===== config.mk =====
export PLATFORM = sky130hd
export DESIGN_NAME = uart_rx_monitor
export DESIGN_NICKNAME = d
export VERILOG_FILES = /design/src/rtl/uart_rx_monitor.sv
export SDC_FILE = /design/constraint.sdc
export NUM_CORES = 1
export LEC_CHECK = 0
export CAP_MARGIN = 20
export CORE_AREA = 2 2 132 134
export CTS_BUF_LIST = sky130_fd_sc_hd__clkbuf_8
export DETAILED_ROUTE_END_ITERATION = 10
export DIE_AREA = 0 0 134 136
export GPL_TIMING_DRIVEN = 0
export SLEW_MARGIN = 0
export SYNTH_ARGS = -nofsm -noshare
export SYNTH_HDL_FRONTEND = slang
export SYNTH_SLANG_ARGS = --single-unit

===== constraint.sdc =====
create_clock -name clock -period 6.2 [get_ports clock]
set_input_delay 0.62 -clock clock [delete_from_list [all_inputs] [get_ports clock]]
set_output_delay 0.62 -clock clock [all_outputs]
set_load 0.005 [all_outputs]

===== src/rtl/uart_rx_monitor.sv =====
// -----------------------------------------------------------------------------
// uart_rx_monitor
//   Oversampling UART receiver for the platform UART output line. It runs on
//   the system clock, deserialises 8-bit frames (8N1 by default) into a small
//   first-word-fall-through FIFO behind a valid/ready port, pulses frame_err on
//   a bad frame, and keeps two sticky flags: overflow (a byte was dropped
//   because the FIFO was full) and sim_end (the END_BYTE marker was received).
//
//   Optional feature macro: UART_RX_PARITY_EN
//     defined   : frames are 8E1; a PARITY state sits between DATA and STOP and
//                 a parity mismatch discards the byte with a frame_err pulse.
//     undefined : 8N1 only, no parity state or logic.
//
//   Assumes FIFO_DEPTH is a power of two >= 2 and OVERSAMPLE >= 8.
// -----------------------------------------------------------------------------
module uart_rx_monitor #(
  parameter int unsigned CLK_HZ     = 50_000_000,
  parameter int unsigned BAUD       = 115200,
  parameter int unsigned OVERSAMPLE = 16,
  parameter int unsigned FIFO_DEPTH = 8,
  parameter logic [7:0]  END_BYTE   = 8'h04
) (
  input  logic                          clock,
  input  logic                          reset_n,
  input  logic                          rxd,
  output logic [7:0]                    rx_data,
  output logic                          rx_valid,
  input  logic                          rx_ready,
  output logic [$clog2(FIFO_DEPTH):0]   fifo_count,
  output logic                          frame_err,
  output logic                          overflow,
  output logic                          sim_end
);

  // ---------------------------------------------------------------------------
  // Derived constants
  // ---------------------------------------------------------------------------
  // Clocks per oversampling tick, truncated (50 MHz / 115200 / 16 -> 27).
  localparam int unsigned DIV   = CLK_HZ / (BAUD * OVERSAMPLE);
  localparam int unsigned DIV_W = (DIV > 1) ? $clog2(DIV) : 1;
  localparam int unsigned OS_W  = $clog2(OVERSAMPLE);
  localparam int unsigned PTR_W = $clog2(FIFO_DEPTH);
  localparam int unsigned CNT_W = PTR_W + 1;

  localparam logic [DIV_W-1:0] DIV_LAST  = DIV_W'(DIV - 1);
  // Start bit is checked at its middle: the (OVERSAMPLE/2)-th tick after the edge.
  localparam logic [OS_W-1:0]  HALF_LAST = OS_W'(OVERSAMPLE / 2 - 1);
  // Every later bit is sampled one full bit period after the previous sample.
  localparam logic [OS_W-1:0]  OS_LAST   = OS_W'(OVERSAMPLE - 1);
  localparam logic [CNT_W-1:0] FULL_CNT  = CNT_W'(FIFO_DEPTH);

  // ---------------------------------------------------------------------------
  // Receiver state
  // ---------------------------------------------------------------------------
`ifdef UART_RX_PARITY_EN
  typedef enum logic [2:0] {
    ST_IDLE, ST_START, ST_DATA, ST_PARITY, ST_STOP, ST_WAIT_IDLE
  } state_e;
`else
  typedef enum logic [2:0] {
    ST_IDLE, ST_START, ST_DATA, ST_STOP, ST_WAIT_IDLE
  } state_e;
`endif

  // Line synchroniser and edge detect
  logic             rxd_meta_q;
  logic             rxd_sync_q;
  logic             rxd_prev_q;
  logic             rxd_fall;

  // Oversampling tick generator
  logic [DIV_W-1:0] div_cnt_q;
  logic             tick;

  // Frame FSM
  state_e           state_q;
  logic [OS_W-1:0]  tick_cnt_q;
  logic [OS_W-1:0]  tick_cnt_inc;
  logic             bit_sample;
  logic [2:0]       bit_cnt_q;
  logic [7:0]       shift_q;
  logic             frame_ok;
  logic             push_q;
  logic             frame_err_q;
  logic             sim_end_q;
`ifdef UART_RX_PARITY_EN
  logic             parity_bad_q;
`endif

  // Byte FIFO
  logic [7:0]       mem_q [FIFO_DEPTH];
  logic [PTR_W-1:0] wr_ptr_q, wr_ptr_d;
  logic [PTR_W-1:0] rd_ptr_q, rd_ptr_d;
  logic [CNT_W-1:0] count_q,  count_d;
  logic             rx_valid_q, rx_valid_d;
  logic [7:0]       rx_data_q,  rx_data_d;
  logic             overflow_q, overflow_d;
  logic             fifo_full;
  logic             do_push;
  logic             do_pop;

  // ---------------------------------------------------------------------------
  // Two-flop synchroniser plus one history flop for falling-edge detection.
  // All flops reset to the idle-high line level so reset never looks like a
  // start edge.
  // ---------------------------------------------------------------------------
  // NOTE: clocked state is always written with non-blocking '<=' so every flop
  // samples the pre-edge value of its neighbours, regardless of block order.
  always_ff @(posedge clock or negedge reset_n) begin
    if (!reset_n) begin
      rxd_meta_q <= 1'b1;
      rxd_sync_q <= 1'b1;
      rxd_prev_q <= 1'b1;
    end else begin
      rxd_meta_q <= rxd;
      rxd_sync_q <= rxd_meta_q;
      rxd_prev_q <= rxd_sync_q;
    end
  end

  assign rxd_fall = rxd_prev_q & ~rxd_sync_q;

  // ---------------------------------------------------------------------------
  // Tick generator: held at zero while idle, so the phase is cleared on the
  // IDLE->START transition and the first tick lands DIV clocks after it.
  // ---------------------------------------------------------------------------
  always_ff @(posedge clock or negedge reset_n) begin
    if (!reset_n) begin
      div_cnt_q <= '0;
    end else if ((state_q == ST_IDLE) || tick) begin
      div_cnt_q <= '0;
    end else begin
      div_cnt_q <= div_cnt_q + DIV_W'(1);
    end
  end

  assign tick         = (state_q != ST_IDLE) && (div_cnt_q == DIV_LAST);
  assign tick_cnt_inc = (tick_cnt_q == OS_LAST) ? '0 : tick_cnt_q + OS_W'(1);
  assign bit_sample   = tick && (tick_cnt_q == OS_LAST);

`ifdef UART_RX_PARITY_EN
  assign frame_ok = rxd_sync_q & ~parity_bad_q;
`else
  assign frame_ok = rxd_sync_q;
`endif

  // ---------------------------------------------------------------------------
  // Frame FSM: start-bit qualification, LSB-first data capture, optional
  // parity check, stop-bit check. A good frame raises push_q for one cycle;
  // the FIFO takes shift_q on the following edge (shift_q is stable until the
  // next frame's data bits, which are many ticks away).
  // ---------------------------------------------------------------------------
  always_ff @(posedge clock or negedge reset_n) begin
    if (!reset_n) begin
      state_q      <= ST_IDLE;
      tick_cnt_q   <= '0;
      bit_cnt_q    <= '0;
      shift_q      <= '0;
      push_q       <= 1'b0;
      frame_err_q  <= 1'b0;
      sim_end_q    <= 1'b0;
`ifdef UART_RX_PARITY_EN
      parity_bad_q <= 1'b0;
`endif
    end else begin
      push_q      <= 1'b0;
      frame_err_q <= 1'b0;
      case (state_q)
        ST_IDLE: begin
          tick_cnt_q <= '0;
          if (rxd_fall) begin
            state_q <= ST_START;
          end
        end

        ST_START: begin
          if (tick) begin
            if (tick_cnt_q == HALF_LAST) begin
              // Mid start bit: a line that is high again was only a glitch.
              tick_cnt_q <= '0;
              bit_cnt_q  <= '0;
              state_q    <= rxd_sync_q ? ST_IDLE : ST_DATA;
            end else begin
              tick_cnt_q <= tick_cnt_q + OS_W'(1);
            end
          end
        end

        ST_DATA: begin
          if (tick) begin
            tick_cnt_q <= tick_cnt_inc;
          end
          if (bit_sample) begin
            shift_q   <= {rxd_sync_q, shift_q[7:1]};
            bit_cnt_q <= bit_cnt_q + 3'd1;
            if (bit_cnt_q == 3'd7) begin
`ifdef UART_RX_PARITY_EN
              state_q <= ST_PARITY;
`else
              state_q <= ST_STOP;
`endif
            end
          end
        end

`ifdef UART_RX_PARITY_EN
        ST_PARITY: begin
          if (tick) begin
            tick_cnt_q <= tick_cnt_inc;
          end
          if (bit_sample) begin
            // Even parity: the parity bit must equal the XOR of the data bits.
            parity_bad_q <= rxd_sync_q ^ (^shift_q);
            state_q      <= ST_STOP;
          end
        end
`endif

        ST_STOP: begin
          if (tick) begin
            tick_cnt_q <= tick_cnt_inc;
          end
          if (bit_sample) begin
            if (frame_ok) begin
              push_q  <= 1'b1;
              state_q <= ST_IDLE;
              // The marker counts even if the FIFO later drops the byte.
              if (shift_q == END_BYTE) begin
                sim_end_q <= 1'b1;
              end
            end else begin
              frame_err_q <= 1'b1;
              state_q     <= ST_WAIT_IDLE;
            end
          end
        end

        ST_WAIT_IDLE: begin
          // A held-low line (break) must go high before a new start is seen.
          if (rxd_sync_q) begin
            state_q <= ST_IDLE;
          end
        end

        default: state_q <= ST_IDLE;
      endcase
    end
  end

  // ---------------------------------------------------------------------------
  // FIFO next-state: push/pop arbitration, occupancy, registered head byte.
  // ---------------------------------------------------------------------------
  // NOTE: every signal assigned here gets a default first, so no path leaves
  // a value unassigned and no latch is inferred.
  always_comb begin
    fifo_full  = (count_q == FULL_CNT);
    do_pop     = rx_valid_q & rx_ready;
    do_push    = push_q & (~fifo_full | do_pop);
    overflow_d = overflow_q | (push_q & fifo_full & ~do_pop);
    wr_ptr_d   = wr_ptr_q;
    rd_ptr_d   = rd_ptr_q;
    count_d    = count_q;
    rx_data_d  = rx_data_q;

    if (do_push) begin
      wr_ptr_d = wr_ptr_q + PTR_W'(1);
    end
    if (do_pop) begin
      rd_ptr_d = rd_ptr_q + PTR_W'(1);
    end
    if (do_push && !do_pop) begin
      count_d = count_q + CNT_W'(1);
    end else if (do_pop && !do_push) begin
      count_d = count_q - CNT_W'(1);
    end

    // Head byte: the next stored entry after a pop, or the incoming byte when
    // it lands in an empty (or just-emptied) FIFO.
    if (do_pop) begin
      if (count_q > CNT_W'(1)) begin
        rx_data_d = mem_q[rd_ptr_q + PTR_W'(1)];
      end else if (do_push) begin
        rx_data_d = shift_q;
      end
    end else if ((count_q == '0) && do_push) begin
      rx_data_d = shift_q;
    end

    rx_valid_d = (count_d != '0);
  end

  // FIFO control registers
  always_ff @(posedge clock or negedge reset_n) begin
    if (!reset_n) begin
      wr_ptr_q   <= '0;
      rd_ptr_q   <= '0;
      count_q    <= '0;
      rx_valid_q <= 1'b0;
      rx_data_q  <= '0;
      overflow_q <= 1'b0;
    end else begin
      wr_ptr_q   <= wr_ptr_d;
      rd_ptr_q   <= rd_ptr_d;
      count_q    <= count_d;
      rx_valid_q <= rx_valid_d;
      rx_data_q  <= rx_data_d;
      overflow_q <= overflow_d;
    end
  end

  // FIFO storage write port
  // NOTE: the storage array has no reset; entries are only read after being
  // written, and leaving it unreset lets it map onto plain RAM/flops.
  always_ff @(posedge clock) begin
    if (do_push) begin
      mem_q[wr_ptr_q] <= shift_q;
    end
  end

  // ---------------------------------------------------------------------------
  // Outputs (all straight from registers)
  // ---------------------------------------------------------------------------
  assign rx_data    = rx_data_q;
  assign rx_valid   = rx_valid_q;
  assign fifo_count = count_q;
  assign frame_err  = frame_err_q;
  assign overflow   = overflow_q;
  assign sim_end    = sim_end_q;

endmodule

==> results_dict.tcl, run 1 <==
set metrics [dict create \
    clock_latency_ns 0.42 \
    grt_max_degree 31 \
    core_sq_mm 0.0169 \
    cp_max_fo 8 \
    syn2layout_area_growth_pct 17.6 \
    synthCells 332 \
    synth_fp_nets 347 \
    slew_headroom_pct 32.4 \
    worstHoldPathType "in -> async" \
    crit_path_start_kind "input pin" \
    synthTopCellsByArea "edfxtp_1 (39%), dfrtp_1 (23%), mux2i_1 (9.6%)" \
    cts_hold_buffers 0 \
    multi_input_area_sq_mm 0.00170 \
    worst_setup_path_end_kind "register" \
    dieWidth_um 134 \
    rows 48 \
    pre_cts_slack_ns 3.17 \
    post-route-period-util_pct 42.1 \
    yosys.area.top_type_share_pct 38.6 \
    ys_types 54 \
    yosysSeqAreaShare_pct 63.3 \
    yosysMostFrequentCell "edfxtp_1" \
    max_stage_delay_ns 0.80 \
    synthesis.area_per_instance_sq_um 15.0 \
    outcome "complete, no violations" \
    finalCriticalPeriod_ns 2.61 \
    clock-root-buffer "clkbuf_8" \
    layout.nets 389 \
    drt_iter0_drc 249 \
    place_area_sq_mm 0.00551 \
    cp.arrival_ns 2.65 \
    fmax_mhz 383 \
    worstMarginPinSlew_ns 1.01 \
    finalSetupViolCount 0 \
    vdd_ir_drop_max_mv 0.216 \
    gr-total-overflow 0 \
    path_cells "clkdlybuf4s50_1 > and2_1 > buf_2 > o21a_1 > nand2_1 > nor2_1" \
    dieHeight_um 136 \
    drive_above_1_share_pct 15.2 \
    crit_buf_inv 2 \
    path_class "in -> reg" \
    cts_made_buffers 17 \
    cts.sinks 113 \
    initial_core_util_pct 29.5 \
    num_antenna_cells 0 \
    netlist_area_sq_mm 0.00498 \
    grt_usage_pct 11.2 \
    grt_pass1_vias 2904 \
    yosys_warnings 0 \
    clockBufferDepth 2 \
    grt_pass1_wl_um 15400 \
    die_area_sq_mm 0.0182 \
    ys_ff_latch 113 \
    vias 2795 \
    whs_ns 0.174 \
    path_depth 6 \
    fin_ws_ns 3.59 \
    clock_skew_ns 0.0102 \
    power_mw 2.06 \
    synthTopCellsByCount "edfxtp_1 (64), mux2i_1 (48), dfrtp_1 (46)" \
    cts_tree "yes" \
    drv_slew 0 \
    wl_per_cell_um 15.3 \
    gp_congestion 0.763 \
    crit_family "simple AND/OR/NAND/NOR gates" \
    stdcell_area_sq_mm 0.00586 \
    reg2regPathDepth 6 \
    wirelength_um 9340 \
    avgViaCountPerCell 4.57 \
    setup_tns_ns 0 \
    drv_cap 0 \
    cts_setup_buffers 0 \
    dp_hpwl_um 6370 \
    synthFlopType "edfxtp_1" \
    route.detailed.drc 0 \
    synth_edf_count 64 \
    portBuffers 19 \
    power.density_mw_per_mm2 351 \
    p_leak_nw 2.43 \
    htreeDepth 4 \
    yosysTopAreaCell "edfxtp_1" \
    async_reset_ff_share_pct 43.4 \
    ant_nets 0 \
    worst_ep_required_time_ns 6.24 \
    cts-resized-gates 0 \
    firstDrtPassIters 4 \
    path_clk_slew_ns 0.06 \
    n_fill_cell 1595 \
    finalHoldViolations 0 \
    antenna_found_initial 0 \
    rsz0062_at_grt "false" \
    pin_count 20 \
    worst_path_max_delay_cell "nor2_1" \
    seqCellArea_sq_mm 0.00315 \
]
==> path summary, 6_finish.rpt <==
path	slack, ns	end	from
setup reg to reg	3.60	mem_q[3][3]$_DFFE_PP_	fifo_count[0]$_DFF_PN0_
max in group asynchronous	5.43	rxd_meta_q$_DFF_PN1_	reset_n
min in group clock	0.35	frame_ok$_DFF_PN1_	rxd_meta_q$_DFF_PN1_
hold reg to reg	0.35	frame_ok$_DFF_PN1_	rxd_meta_q$_DFF_PN1_
hold / removal	0.17	div_cnt_q[0]$_DFF_PN0_	reset_n
setup / recovery	3.59	mem_q[3][3]$_DFFE_PP_	rx_ready
==> cell usage in the layout (no fill, tap or decap), types with 2 or more instances in the layout <==
cell type,Yosys,layout
o211ai_1,3,3
or4_1,3,3
clkinv_2,0,5
o21ai_0,4,4
buf_4,3,6
nor3_1,5,3
clkdlybuf4s50_1,0,18
xor2_1,3,3
nand3b_1,2,2
clkbuf_1,2,2
and3_1,2,2
edfxtp_1,64,64
buf_2,1,2
ha_1,11,11
nor3_2,0,2
xnor2_1,8,8
a31oi_1,4,4
and2_1,2,2
dfstp_2,3,3
bufinv_16,0,2
nand4_1,4,4
buf_6,3,3
nand2_1,15,15
nand3_1,5,5
clkbuf_8,0,17
dfrtp_1,46,46
a21oi_1,5,5
mux2i_1,48,48
inv_1,16,23
o22ai_1,3,3
mux4_1,8,8
nand2b_1,3,3
mux2_2,8,8
nor2_1,17,17
and4b_1,2,2
nand4b_1,3,3
a22o_1,2,2
a21o_1,2,2
==> report_power, final <==
group	internal [mW]	switching [mW]	leakage (nW)	total [mW]
Combinational	0.265	0.263	0.847	0.527
Sequential	0.854	0.0660	1.38	0.920
Clock	0.342	0.271	0.207	0.612
Total	1.46	0.599	2.43	2.06
==> sequential cells by signal, indices dropped and copies added (netlist names), 3 cells and up <==
name,count
div_cnt_q,5
mem_q,64
rx_data,8
shift_q,8
tick_cnt_q,4
fifo_count,4
rd_ptr_q,3
bit_cnt_q,3
state_q,3
wr_ptr_q,3
==> per-stage QoR <==
stage	util (%)	std cells
floorplan	-	332
global placement	32.3	576
detailed placement	32.6	580
CTS	34.7	612
global route	34.7	612
finish	34.7	612
==> cell families (layout without fill, tap and decap cells) <==
family	Yosys count	after routing	synth area share, %
AO/OA/AOI/OAI	33	33	4.87
XOR/XNOR	12	12	2.49
adder cells (fa/ha/maj)	11	11	2.76
buffers and inverters	27	82	2.96
flip-flops	113	113	63.3
multiplexers	65	65	16.0
AND/OR/NAND/NOR	71	71	7.66
==> metal layers <==
layer | wire length [um] | up-vias | global-route usage, %
met3 | 463 | 7 | 2.61
met1 | 3920 | 1397 | 13.5
met5 | 0 | - | 0
met2 | 4830 | 56 | 19.2
li1 | - | 1335 | -
met4 | 125 | 0 | 4.85
==> layout make-up <==
type	count	share of cell area, %
Timing Repair Buffer	23	3.89
Multi-Input combinational cell	192	29.0
Inverter	16	1.02
Buffer	11	1.49
Clock buffer	17	3.99
Tap cell	225	4.80
Clock inverter	15	2.03
Sequential cell	113	53.8
(Power assumes the default switching activity.)
==> run 2: changes to the inputs <==
clock period = 2.3 ns   (was 6.2 ns; I/O delays follow)
==> run 2 against run 1 <==
Clock skew down 0.00070 ns. Die area unchanged. Combinational power rose to 2.7 times the previous value. Power rose to 2.8 times the previous value. First-iteration DRC count down 29%. Non-clock buffer count up 8. Clock-buffer cell count up 1. Sequential power rose to 2.7 times the previous value. Sequential cell count unchanged.
==> results_dict.tcl, run 2 (synthesis results as in run 1) <==
set metrics [dict create \
    outcome "complete, no violations" \
    global_route.usage.met3_pct 2.72 \
    drive_above_1_share_pct 20.8 \
    top_usage_layer "met2" \
    mostFrequentLayoutCell "edfxtp_1" \
    worst_path_max_delay_cell "dfrtp_2" \
    wl_per_cell_um 15.5 \
    path_cells "inv_1 > ha_1 > or2_2 > a21oi_1 > buf_8 > a2bb2oi_4 > buf_12 > mux2_2" \
    rows 48 \
    final_cell_mix "edfxtp_1 (64), mux2i_1 (48), dfrtp_1 (44), clkbuf_8 (18), clkdlybuf4s50_1 (18)" \
    met2_usage_pct 19.6 \
    seqCellArea_sq_mm 0.00315 \
    dp_hpwl_um 6550 \
    htreeDepth 4 \
    clock-root-buffer "clkbuf_8" \
    fmax_mhz 451 \
    worstMarginPinSlew_ns 0.584 \
    clock_skew_ns 0.00955 \
    utilization_pct 36.2 \
    power_mw 5.78 \
    cts_tree "yes" \
    gp_congestion 0.771 \
    slew_headroom_pct 61.1 \
    worstHoldPathType "in -> reg" \
    crit_buf_inv 3 \
    max_stage_delay_ns 0.43 \
    wirelength_um 9580 \
    clockBufferDepth 2 \
    portBuffers 19 \
    grt_pass1_vias 2915 \
    clock_latency_ns 0.42 \
    n_fill_cell 1570 \
    drv_cap 0 \
    worst_setup_path_end_kind "register" \
    num_antenna_cells 0 \
    dieWidth_um 134 \
    pin_count 20 \
    multi_input_area_sq_mm 0.00177 \
    crit_family "buffers and inverters" \
    initial_core_util_pct 29.5 \
    cts_made_buffers 17 \
    gr-total-overflow 0 \
    finalHoldViolations 0 \
    die_area_sq_mm 0.0182 \
    syn2layout_area_growth_pct 22.5 \
    power.density_mw_per_mm2 947 \
    regMostFlops "mem_q" \
    worst_ep_required_time_ns 2.61 \
    grt_usage_pct 11.1 \
    finalCriticalPeriod_ns 2.22 \
    antenna_found_initial 0 \
    grt_pass1_wl_um 15100 \
    grtUsageMet1_pct 12.3 \
    drt_iter0_drc 176 \
    layout.nets 397 \
    firstDrtPassIters 4 \
    core_sq_mm 0.0169 \
    ant_nets 0 \
    crit_path_start_kind "register" \
    path_class "reg -> reg" \
    whs_ns 0.219 \
    route.detailed.drc 0 \
    vias 2863 \
    dieHeight_um 136 \
    drv_slew 0 \
    cp.arrival_ns 2.52 \
    cp_max_fo 9 \
    finalSetupViolCount 0 \
    cts.sinks 113 \
    vdd_ir_drop_max_mv 0.422 \
    largest_register_ffs 64 \
    path_clk_slew_ns 0.07 \
    grt_max_degree 30 \
    avgViaCountPerCell 4.62 \
    p_leak_nw 2.47 \
    rsz0062_at_grt "false" \
    post-route-period-util_pct 96.3 \
]
==> run 2: cell count changes in the layout (fill, tap and decap cells not counted), sizes merged <==
cell	change
clkinvlp	+2
clkbuf	+1
buf	+7
dlygate4sd3	+1
inv	-3
==> run 2: layer usage <==
layer	up-vias	wire, um
met4	0	323
met1	1421	3940
li1	1349	-
met2	68	5070
met3	25	251
met5	-	0
==> run 2: per-stage QoR <==
| stage | cell area, sq um | setup WS [ns] | TNS [ns] | std cells |
|---|---|---|---|---|
| after global routing | 6100 | 0.00464 | 0 | 620 |
| after floorplan | 4990 | 0.100 | 0 | 332 |
| final | 6100 | 0.0845 | 0 | 620 |
| after global placement | 5460 | -0.658 | -49.91 | 576 |
| after detailed placement | 5510 | -0.383 | -14.54 | 582 |
| after CTS | 6010 | -0.0929 | -2.05 | 617 |
==> run 2: layout make-up <==
class                   instances  area share (%)
plain buffers                  11            1.44
clock buffers                  18            4.06
clock inverters                14            2.60
inverters                      16           0.984
multi-input cells             192            29.0
flip-flops and latches        113            51.7
well taps                     225            4.61
repair buffers                 31            5.58
==> run 2: worst paths after layout <==
| kind | start | endpoint | slack [ns] | depth (start not counted) |
|---|---|---|---|---|
| hold / removal | rxd | rxd_meta_q$_DFF_PN1_ | 0.22 | 1 |
| min in group asynchronous | reset_n | div_cnt_q[0]$_DFF_PN0_ | 0.30 | 2 |
| setup reg to reg | fifo_count[0]$_DFF_PN0_ | rx_data[5]$_DFFE_PN0P_ | 0.08 | 8 |
| max in group asynchronous | reset_n | rxd_prev_q$_DFF_PN1_ | 1.38 | 3 |
| hold reg to reg | rxd_meta_q$_DFF_PN1_ | frame_ok$_DFF_PN1_ | 0.36 | 0 |
| setup / recovery | fifo_count[0]$_DFF_PN0_ | rx_data[5]$_DFFE_PN0P_ | 0.08 | 8 |
==> run 2: power breakdown <==
part | switching [mW] | internal (mW) | leakage [nW]
Sequential | 0.185 | 2.30 | 1.38
Combinational | 0.706 | 0.737 | 0.897
Clock | 0.841 | 1.01 | 0.199
Total | 1.73 | 4.05 | 2.47
==> run 2: repair_timing <==
action                                  in CTS  in global routing
hold buffers                                 1                  0
hold endpoints to repair                    20                  0
buffers inserted                             2                  3
endpoints found under the setup margin      68                 49
pin swaps                                    2                  3
resized for setup                           12                  8
